$ cat config.mk
export PLATFORM = sky130hd
export DESIGN_NAME = bcd_seq_converter
export DESIGN_NICKNAME = d
export VERILOG_FILES = /design/src/rtl/bcd_pkg.sv /design/src/rtl/bcd_add3.sv /design/src/rtl/bcd_seq_converter.sv
export SDC_FILE = /design/constraint.sdc
export NUM_CORES = 1
export LEC_CHECK = 0
export CELL_PAD_IN_SITES_DETAIL_PLACEMENT = 0
export CELL_PAD_IN_SITES_GLOBAL_PLACEMENT = 1
export CORE_MARGIN = 5
export CORE_UTILIZATION = 31
export DETAILED_ROUTE_END_ITERATION = 16
export MAX_ROUTING_LAYER = met4
export PLACE_DENSITY = 0.74
export SETUP_SLACK_MARGIN = 0.05
export SYNTH_ARGS = -nofsm -noshare
export SYNTH_HDL_FRONTEND = slang
export SYNTH_SLANG_ARGS = --single-unit
$ cat constraint.sdc
create_clock -name clk -period 1.8 [get_ports clk]
set_input_delay 0.36 -clock clk [delete_from_list [all_inputs] [get_ports clk]]
set_output_delay 0.36 -clock clk [all_outputs]
set_load 0.02 [all_outputs]
$ cat src/rtl/bcd_pkg.sv
// Shared definitions for the sequential binary-to-BCD converter: FSM state
// encoding and the digit-count helper used to reject undersized configurations.
package bcd_pkg;

    typedef logic [0:0] state_t;

    localparam state_t IDLE  = 1'b0;
    localparam state_t SHIFT = 1'b1;

    // Smallest digit count d with 10^d > 2^width - 1, i.e. no result can truncate.
    function automatic int min_digits(input int width);
        longint max_val;
        longint pow;
        int     d;
        max_val = (longint'(1) << width) - 1;
        pow     = 10;
        d       = 1;
        while (pow <= max_val) begin
            pow = pow * 10;
            d   = d + 1;
        end
        return d;
    endfunction

endpackage

$ cat src/rtl/bcd_add3.sv
// Double-dabble digit correction: a BCD digit of 5 or more gets +3 before the
// shift so that the doubled value carries correctly into the next digit.
module bcd_add3 (
    input  logic [3:0] din,
    output logic [3:0] dout
);

    assign dout = (din >= 4'd5) ? din + 4'd3 : din;

endmodule

$ cat src/rtl/bcd_seq_converter.sv
// Sequential binary-to-BCD converter: one input bit per clock, registered
// result with leading-zero blanking flags and a one-cycle done pulse.
module bcd_seq_converter
    import bcd_pkg::*;
#(
    parameter int WIDTH  = 8,
    parameter int DIGITS = 3
) (
    input  logic                  clk,
    input  logic                  rst,
    input  logic                  start,
    input  logic [WIDTH-1:0]      binary,
    output logic                  busy,
    output logic                  done,
    output logic [4*DIGITS-1:0]   bcd,
    output logic [DIGITS-1:0]     blank
);

    localparam int                CNT_W     = $clog2(WIDTH + 1);
    localparam logic [DIGITS-1:0] BLANK_RST = {{(DIGITS - 1){1'b1}}, 1'b0};

    if (WIDTH < 4 || WIDTH > 32) begin : g_bad_width
        $error("bcd_seq_converter: WIDTH must lie in 4..32");
    end

    if (DIGITS < min_digits(WIDTH)) begin : g_bad_digits
        $error("bcd_seq_converter: DIGITS too small to hold 2^WIDTH-1");
    end

    state_t              state;
    logic [CNT_W-1:0]    count;
    logic [WIDTH-1:0]    shreg;
    logic [4*DIGITS-1:0] scratch;
    logic [4*DIGITS-1:0] adjusted;
    logic [4*DIGITS-1:0] next_scratch;
    logic [DIGITS-1:0]   next_blank;
    logic                nonzero;

    for (genvar i = 0; i < DIGITS; i++) begin : g_digit
        bcd_add3 u_add3 (
            .din  (scratch[4*i +: 4]),
            .dout (adjusted[4*i +: 4])
        );
    end

    // Corrected scratch shifted left by one, pulling in the next binary bit.
    assign next_scratch = {adjusted[4*DIGITS-2:0], shreg[WIDTH-1]};

    // NOTE: every always_comb output gets a default first so no latch is inferred.
    always_comb begin
        next_blank = '0;
        nonzero    = 1'b0;
        for (int i = DIGITS - 1; i >= 1; i--) begin
            if (next_scratch[4*i +: 4] != 4'd0) begin
                nonzero = 1'b1;
            end
            next_blank[i] = !nonzero;
        end
    end

    assign busy = (state == SHIFT);

    // NOTE: sequential state uses non-blocking assignments so all registers
    // update from the same pre-edge values.
    always_ff @(posedge clk) begin
        if (rst) begin
            state   <= IDLE;
            done    <= 1'b0;
            count   <= '0;
            shreg   <= '0;
            scratch <= '0;
            bcd     <= '0;
            blank   <= BLANK_RST;
        end else begin
            done <= 1'b0;
            if (state == IDLE) begin
                if (start) begin
                    shreg   <= binary;
                    scratch <= '0;
                    count   <= CNT_W'(WIDTH);
                    state   <= SHIFT;
                end
            end else begin
                scratch <= next_scratch;
                shreg   <= shreg << 1;
                count   <= count - CNT_W'(1);
                if (count == CNT_W'(1)) begin
                    bcd   <= next_scratch;
                    blank <= next_blank;
                    done  <= 1'b1;
                    state <= IDLE;
                end
            end
        end
    end

endmodule

==> flow_summary.json, run 1 <==
{
  "finalNetCount": 276,
  "yosys_most_used_dff": "dfxtp_1",
  "hold_violations": 0,
  "drive_gt1_frac": 0.109,
  "drtPass1Iterations": 4,
  "die_x_um": 88.1,
  "syn_to_final_growth_pct": 24.4,
  "syn_inst": 232,
  "power_mw": 1.75,
  "clock-sinks": 40,
  "ir_worst_vdd_uv": 357,
  "synth-compound-area-share": 0.143,
  "synthesis.area_um2": 1890,
  "drt-initial-drc-count": 43,
  "holdWs_ns": 0.457,
  "critPathTopFamily": "buffers and inverters",
  "final_cell_mix": "39 x nor2_1, 39 x dfxtp_1, 31 x a21oi_1, 25 x clkdlybuf4s50_1, 24 x nand2_1",
  "grt_pass1_wl_um": 6780,
  "grt_overflow": 0,
  "min_path_type": "reg -> reg",
  "drc": 0,
  "synth_nets": 251,
  "synth_edf_count": 0,
  "grt_max_degree": 41,
  "cts_max_path_buffers": 2,
  "tritoncts": "built",
  "fmax_ghz": 0.617,
  "ant_nets": 0,
  "diodes": 0,
  "synthAdderAreaFrac": 0.0529,
  "htree_levels": 2,
  "synthSimpleGateAreaFrac": 0.239,
  "n_fill_cell": 603,
  "critical_path_arrival_ns": 1.26,
  "die_area_um2": 7770,
  "ys_types": 32,
  "viasPerCell": 4.76,
  "cp_data_required_time_ns": 1.44,
  "place_worst_setup_slack_ns": 0.149,
  "crit_path_start_kind": "register",
  "clock_latency_ns": 0.29,
  "yosys.area_share.xor_xnor": 0.0139,
  "postSynth.asyncResetShare": 0,
  "vias": 1585,
  "cts_buffers": 5,
  "worst_setup_path_end_kind": "primary output",
  "finalCritPeriodShare": 0.901,
  "cp.buffers_inverters": 1,
  "row_count": 28,
  "setup_viol": 0,
  "status": "completed",
  "setup_slack_ns": 0.179,
  "yosys_warnings": 0,
  "avgRoutedWirePerCell_um": 12.0,
  "crit_slowest_cell": "clkdlybuf4s50_1",
  "die_y_um": 88.1,
  "wirelength_um": 3990,
  "routabilityCongestion": 0.844,
  "grt_pass1_vias": 1515,
  "core_region_area_um2": 5920,
  "skew_ns": 0.00696,
  "synthMuxAreaShare": 0.0747,
  "clk_pin_slew_ns": 0.08,
  "syn_area_per_cell_um2": 8.16,
  "fin_setup_tns_ns": 0,
  "start_util": 0.320,
  "seq_area_frac_synth": 0.423,
  "portBuffers": 26,
  "crit_chain": "clkdlybuf4s50_1",
  "multi_input_area_um2": 996,
  "max_stage_delay_ns": 0.62,
  "ios": 28,
  "maxCapViolCount": 0,
  "slew_viol_final": 0,
  "ctsHoldBuffers": 0,
  "power.leakage_nw": 0.899,
  "crit_type": "reg -> out",
  "layout_min_cycle_time_ns": 1.62,
  "synth_top_family_by_area": "simple AND/OR/NAND/NOR gates",
  "clock-root-buffer": "clkbuf_8",
  "ys_ff_latch": 40,
  "rsz0062_at_grt": "false",
  "antenna_found_initial": 0,
  "path_max_fanout": 2,
  "regArea_um2": 802,
  "dp_hpwl_um": 2730,
  "p_per_area_nw_per_um2": 743,
  "track_usage": 0.115
}
==> final cells by class <==
cell class | instances | share of cell area
Multi-Input combinational cell | 169 | 0.423
Sequential cell | 40 | 0.341
Timing Repair Buffer | 33 | 0.145
Tap cell | 75 | 0.0399
Clock buffer | 6 | 0.0351
Inverter | 8 | 0.0128
Clock inverter | 2 | 0.00425
==> synthesized netlist by cell type, types with 2 or more instances <==
master	n	area, µm²
nor3_1	11	55.1
nand2_1	24	90.1
nor2_2	2	12.5
dfxtp_1	40	801
nand2b_1	7	43.8
a21oi_2	3	26.3
xnor2_1	3	26.3
nand3_2	2	20.0
mux2i_1	13	130
o21ai_0	4	20.0
nor3b_1	7	52.6
a211oi_1	2	15.0
nor2_1	39	146
ha_1	8	100
a21oi_1	31	155
buf_2	7	35.0
inv_1	8	30.0
clkbuf_1	7	26.3
==> metrics by stage <==
stage | std cells | cell area [µm²] | util
after floorplan | 232 | 1890 | -
after global routing | 333 | 2350 | 0.398
final | 333 | 2350 | 0.398
after CTS | 333 | 2350 | 0.397
after detailed placement | 325 | 2260 | 0.381
after global placement | 325 | 2260 | 0.381
==> cells by family (layout without fill, tap and decap cells) <==
kind of cell	count (synthesis)	in the layout
compound gates	46	46
xor+xnor	3	3
fa+ha+maj	8	8
buf+inv	23	49
flops	40	40
mux	14	14
other cells	1	1
simple gates	97	97
==> sequential cells by signal (all words and copies together) (netlist names) <==
signal	cells
bcd	12
scratch	12
shreg	8
count	4
blank	2
busy	1
done	1
==> path summary, 6_finish.rpt <==
path | startpoint | end | slack [ns] | depth (start not counted)
max | bcd[0] | bcd[0] | 0.18 | 1
max reg2reg | scratch[5] | blank[1] | 0.19 | 7
min reg2reg | bcd[6] | bcd[6] | 0.46 | 2
min | bcd[6] | bcd[6] | 0.46 | 2
==> metal layers <==
layer / routed length (µm) / track usage / vias up
met4: 46 / 0.0412 / 0
met3: 189 / 0.0423 / 4
met1: 1920 / 0.138 / 722
met2: 1840 / 0.177 / 29
met5: 0 / - / -
li1: - / - / 830
==> where the power goes <==
part           internal, mW  total (mW)  leakage [nW]  switching (mW)
clock                 0.306       0.622        0.0510           0.316
sequential            0.912       0.931         0.325          0.0193
combinational        0.0906       0.196         0.523           0.105
==> what timing repair did <==
| item | CTS | global route |
|---|---|---|
| setup buffers | 0 | 0 |
| endpoints found under the setup margin | 0 | 4 |
| resized for setup | 0 | 4 |
(Power assumes the default switching activity.)
==> run 2, diff against run 1 <==
--- a/config.mk
+++ b/config.mk
@@ -7,10 +7,9 @@
 export LEC_CHECK = 0
 export CELL_PAD_IN_SITES_DETAIL_PLACEMENT = 0
 export CELL_PAD_IN_SITES_GLOBAL_PLACEMENT = 1
-export CORE_MARGIN = 5
+export CORE_MARGIN = 4
 export CORE_UTILIZATION = 31
 export DETAILED_ROUTE_END_ITERATION = 16
-export MAX_ROUTING_LAYER = met4
 export PLACE_DENSITY = 0.74
 export SETUP_SLACK_MARGIN = 0.05
 export SYNTH_ARGS = -nofsm -noshare
==> run 2 against run 1 <==
Combinational power about the same. Power fell by 3.0%. Worst hold slack worse by 0.0023 ns. Routed wire length fell by 2.0%. Sequential share of layout area rose by 0.16 points. Critical path depth did not move. Via count is 1.6% lower. Flip-flop and latch count unchanged. Clock-buffer cell count is the same. Cell area shrank 0.48%. Clock skew is 0.0042 ns lower. Global-route usage rose by 0.22 points. Largest cell class unchanged.
==> flow_summary.json, run 2 (synthesis results as in run 1) <==
{
  "status": "completed",
  "final_cell_count_no_fill": 333,
  "min_path_type": "reg -> reg",
  "p_sw_frac": 0.253,
  "min_delay_path_depth": 2,
  "grt_overflow": 0,
  "clockPowerShare": 0.335,
  "ant_nets": 0,
  "cp.buffers_inverters": 1,
  "fin_setup_tns_ns": 0,
  "grt_pass1_wl_um": 6960,
  "path_max_fanout": 2,
  "n_fill_cell": 622,
  "cp_num_cells": 1,
  "htree_levels": 2,
  "vias": 1559,
  "max_stage_delay_ns": 0.62,
  "tritoncts": "built",
  "start_util": 0.320,
  "skew_ns": 0.00274,
  "hold_violations": 0,
  "drc": 0,
  "grt_pass1_vias": 1529,
  "die_x_um": 86.1,
  "ir_worst_vdd_uv": 390,
  "grt_max_degree": 41,
  "drtPass1Iterations": 4,
  "row_count": 28,
  "crit_slowest_cell": "clkdlybuf4s50_1",
  "finalCritPeriodShare": 0.903,
  "antenna_found_initial": 0,
  "wirelength_um": 3910,
  "switchingPower_mw": 0.429,
  "dp_cells": 326,
  "drt-initial-drc-count": 56,
  "drive_gt1_frac": 0.116,
  "reg_top3": "bcd: 12 flops, scratch: 12 flops, shreg: 8 flops",
  "critical_path_arrival_ns": 1.27,
  "syn_to_final_growth_pct": 23.8,
  "finalNetCount": 277,
  "clock-root-buffer": "clkbuf_8",
  "routabilityCongestion": 0.762,
  "cp_data_required_time_ns": 1.44,
  "setup_viol": 0,
  "p_per_area_nw_per_um2": 724,
  "critPathTopFamily": "buffers and inverters",
  "cts_max_path_buffers": 2,
  "maxCapViolCount": 0,
  "fmax_ghz": 0.615,
  "avgRoutedWirePerCell_um": 11.7,
  "clock_latency_ns": 0.29,
  "crit_chain": "clkdlybuf4s50_1",
  "track_usage": 0.117,
  "slew_viol_final": 0,
  "final_cell_mix": "39 x nor2_1, 39 x dfxtp_1, 31 x a21oi_1, 25 x clkdlybuf4s50_1, 24 x nand2_1",
  "die_y_um": 86.1,
  "ctsHoldBuffers": 0,
  "clock-sinks": 40,
  "crit_path_start_kind": "register",
  "power.leakage_nw": 0.885,
  "diodes": 0,
  "layout_min_cycle_time_ns": 1.63,
  "seq_power_share": 0.549,
  "power_frac_comb": 0.116,
  "postCtsSetupBuffers": 0,
  "die_area_um2": 7420,
  "portBuffers": 26,
  "ios": 28,
  "p_int_mw": 1.27,
  "r2r_cells": 7,
  "dp_hpwl_um": 2700,
  "worst_setup_path_end_kind": "primary output",
  "rsz0062_at_grt": "false",
  "clk_pin_slew_ns": 0.07,
  "core_region_area_um2": 5920,
  "cts_buffers": 5,
  "viasPerCell": 4.68,
  "holdWs_ns": 0.455,
  "crit_type": "reg -> out"
}
[run 2: cell count changes in the layout (fill, tap and decap cells not counted), sizes merged]
cell,delta
buf,+1
clkinv,-1
dlygate4sd2,+1
dlymetal6s2s,-1
[run 2: cell type report]
class | count | area [µm²] | area share
clock buffer | 6 | 72.6 | 0.0310
clock inverter | 1 | 5.00 | 0.00214
inverter | 8 | 30.0 | 0.0128
multi-input combinational | 169 | 996 | 0.425
sequential | 40 | 802 | 0.342
tap | 75 | 93.8 | 0.0400
timing repair buffer | 34 | 344 | 0.147
[run 2: stage by stage]
step                utilization  power [mW]  worst slack [ns]  cell area, µm²
finish                    0.396        1.70             0.174            2340
global route              0.396        1.79            0.0579            2340
CTS                       0.395        1.73             0.124            2340
detailed placement        0.382        1.15             0.144            2260
global placement          0.382        1.15             0.154            2260
floorplan                     -        1.08             0.208            1890
[run 2: final timing paths]
check	slack (ns)	from	endpoint
hold / removal	0.45	bcd[6]	bcd[6]
setup reg to reg	0.22	scratch[0]	bcd[2]
hold reg to reg	0.45	bcd[6]	bcd[6]
setup / recovery	0.17	bcd[0]	bcd[0]
[run 2: what timing repair did]
item                       in CTS  in global routing
resized for setup               1                  6
setup endpoints to repair       1                  1
hold endpoints to repair        0                  0
pin swaps                       0                  3
[run 2: metal layers]
| metal | track usage | wire [µm] |
|---|---|---|
| met4 | 0.0302 | 42 |
| met5 | 0 | 0 |
| met1 | 0.141 | 1900 |
| met3 | 0.0432 | 182 |
| met2 | 0.196 | 1790 |
[run 2: power by group through the flow]
stage	Clock [mW]	Sequential [mW]	Combinational [mW]
global placement	0	0.952	0.198
detailed placement	0	0.952	0.200
floorplan	0	0.957	0.121
CTS	0.598	0.932	0.199
global route	0.630	0.936	0.222
finish	0.568	0.932	0.196
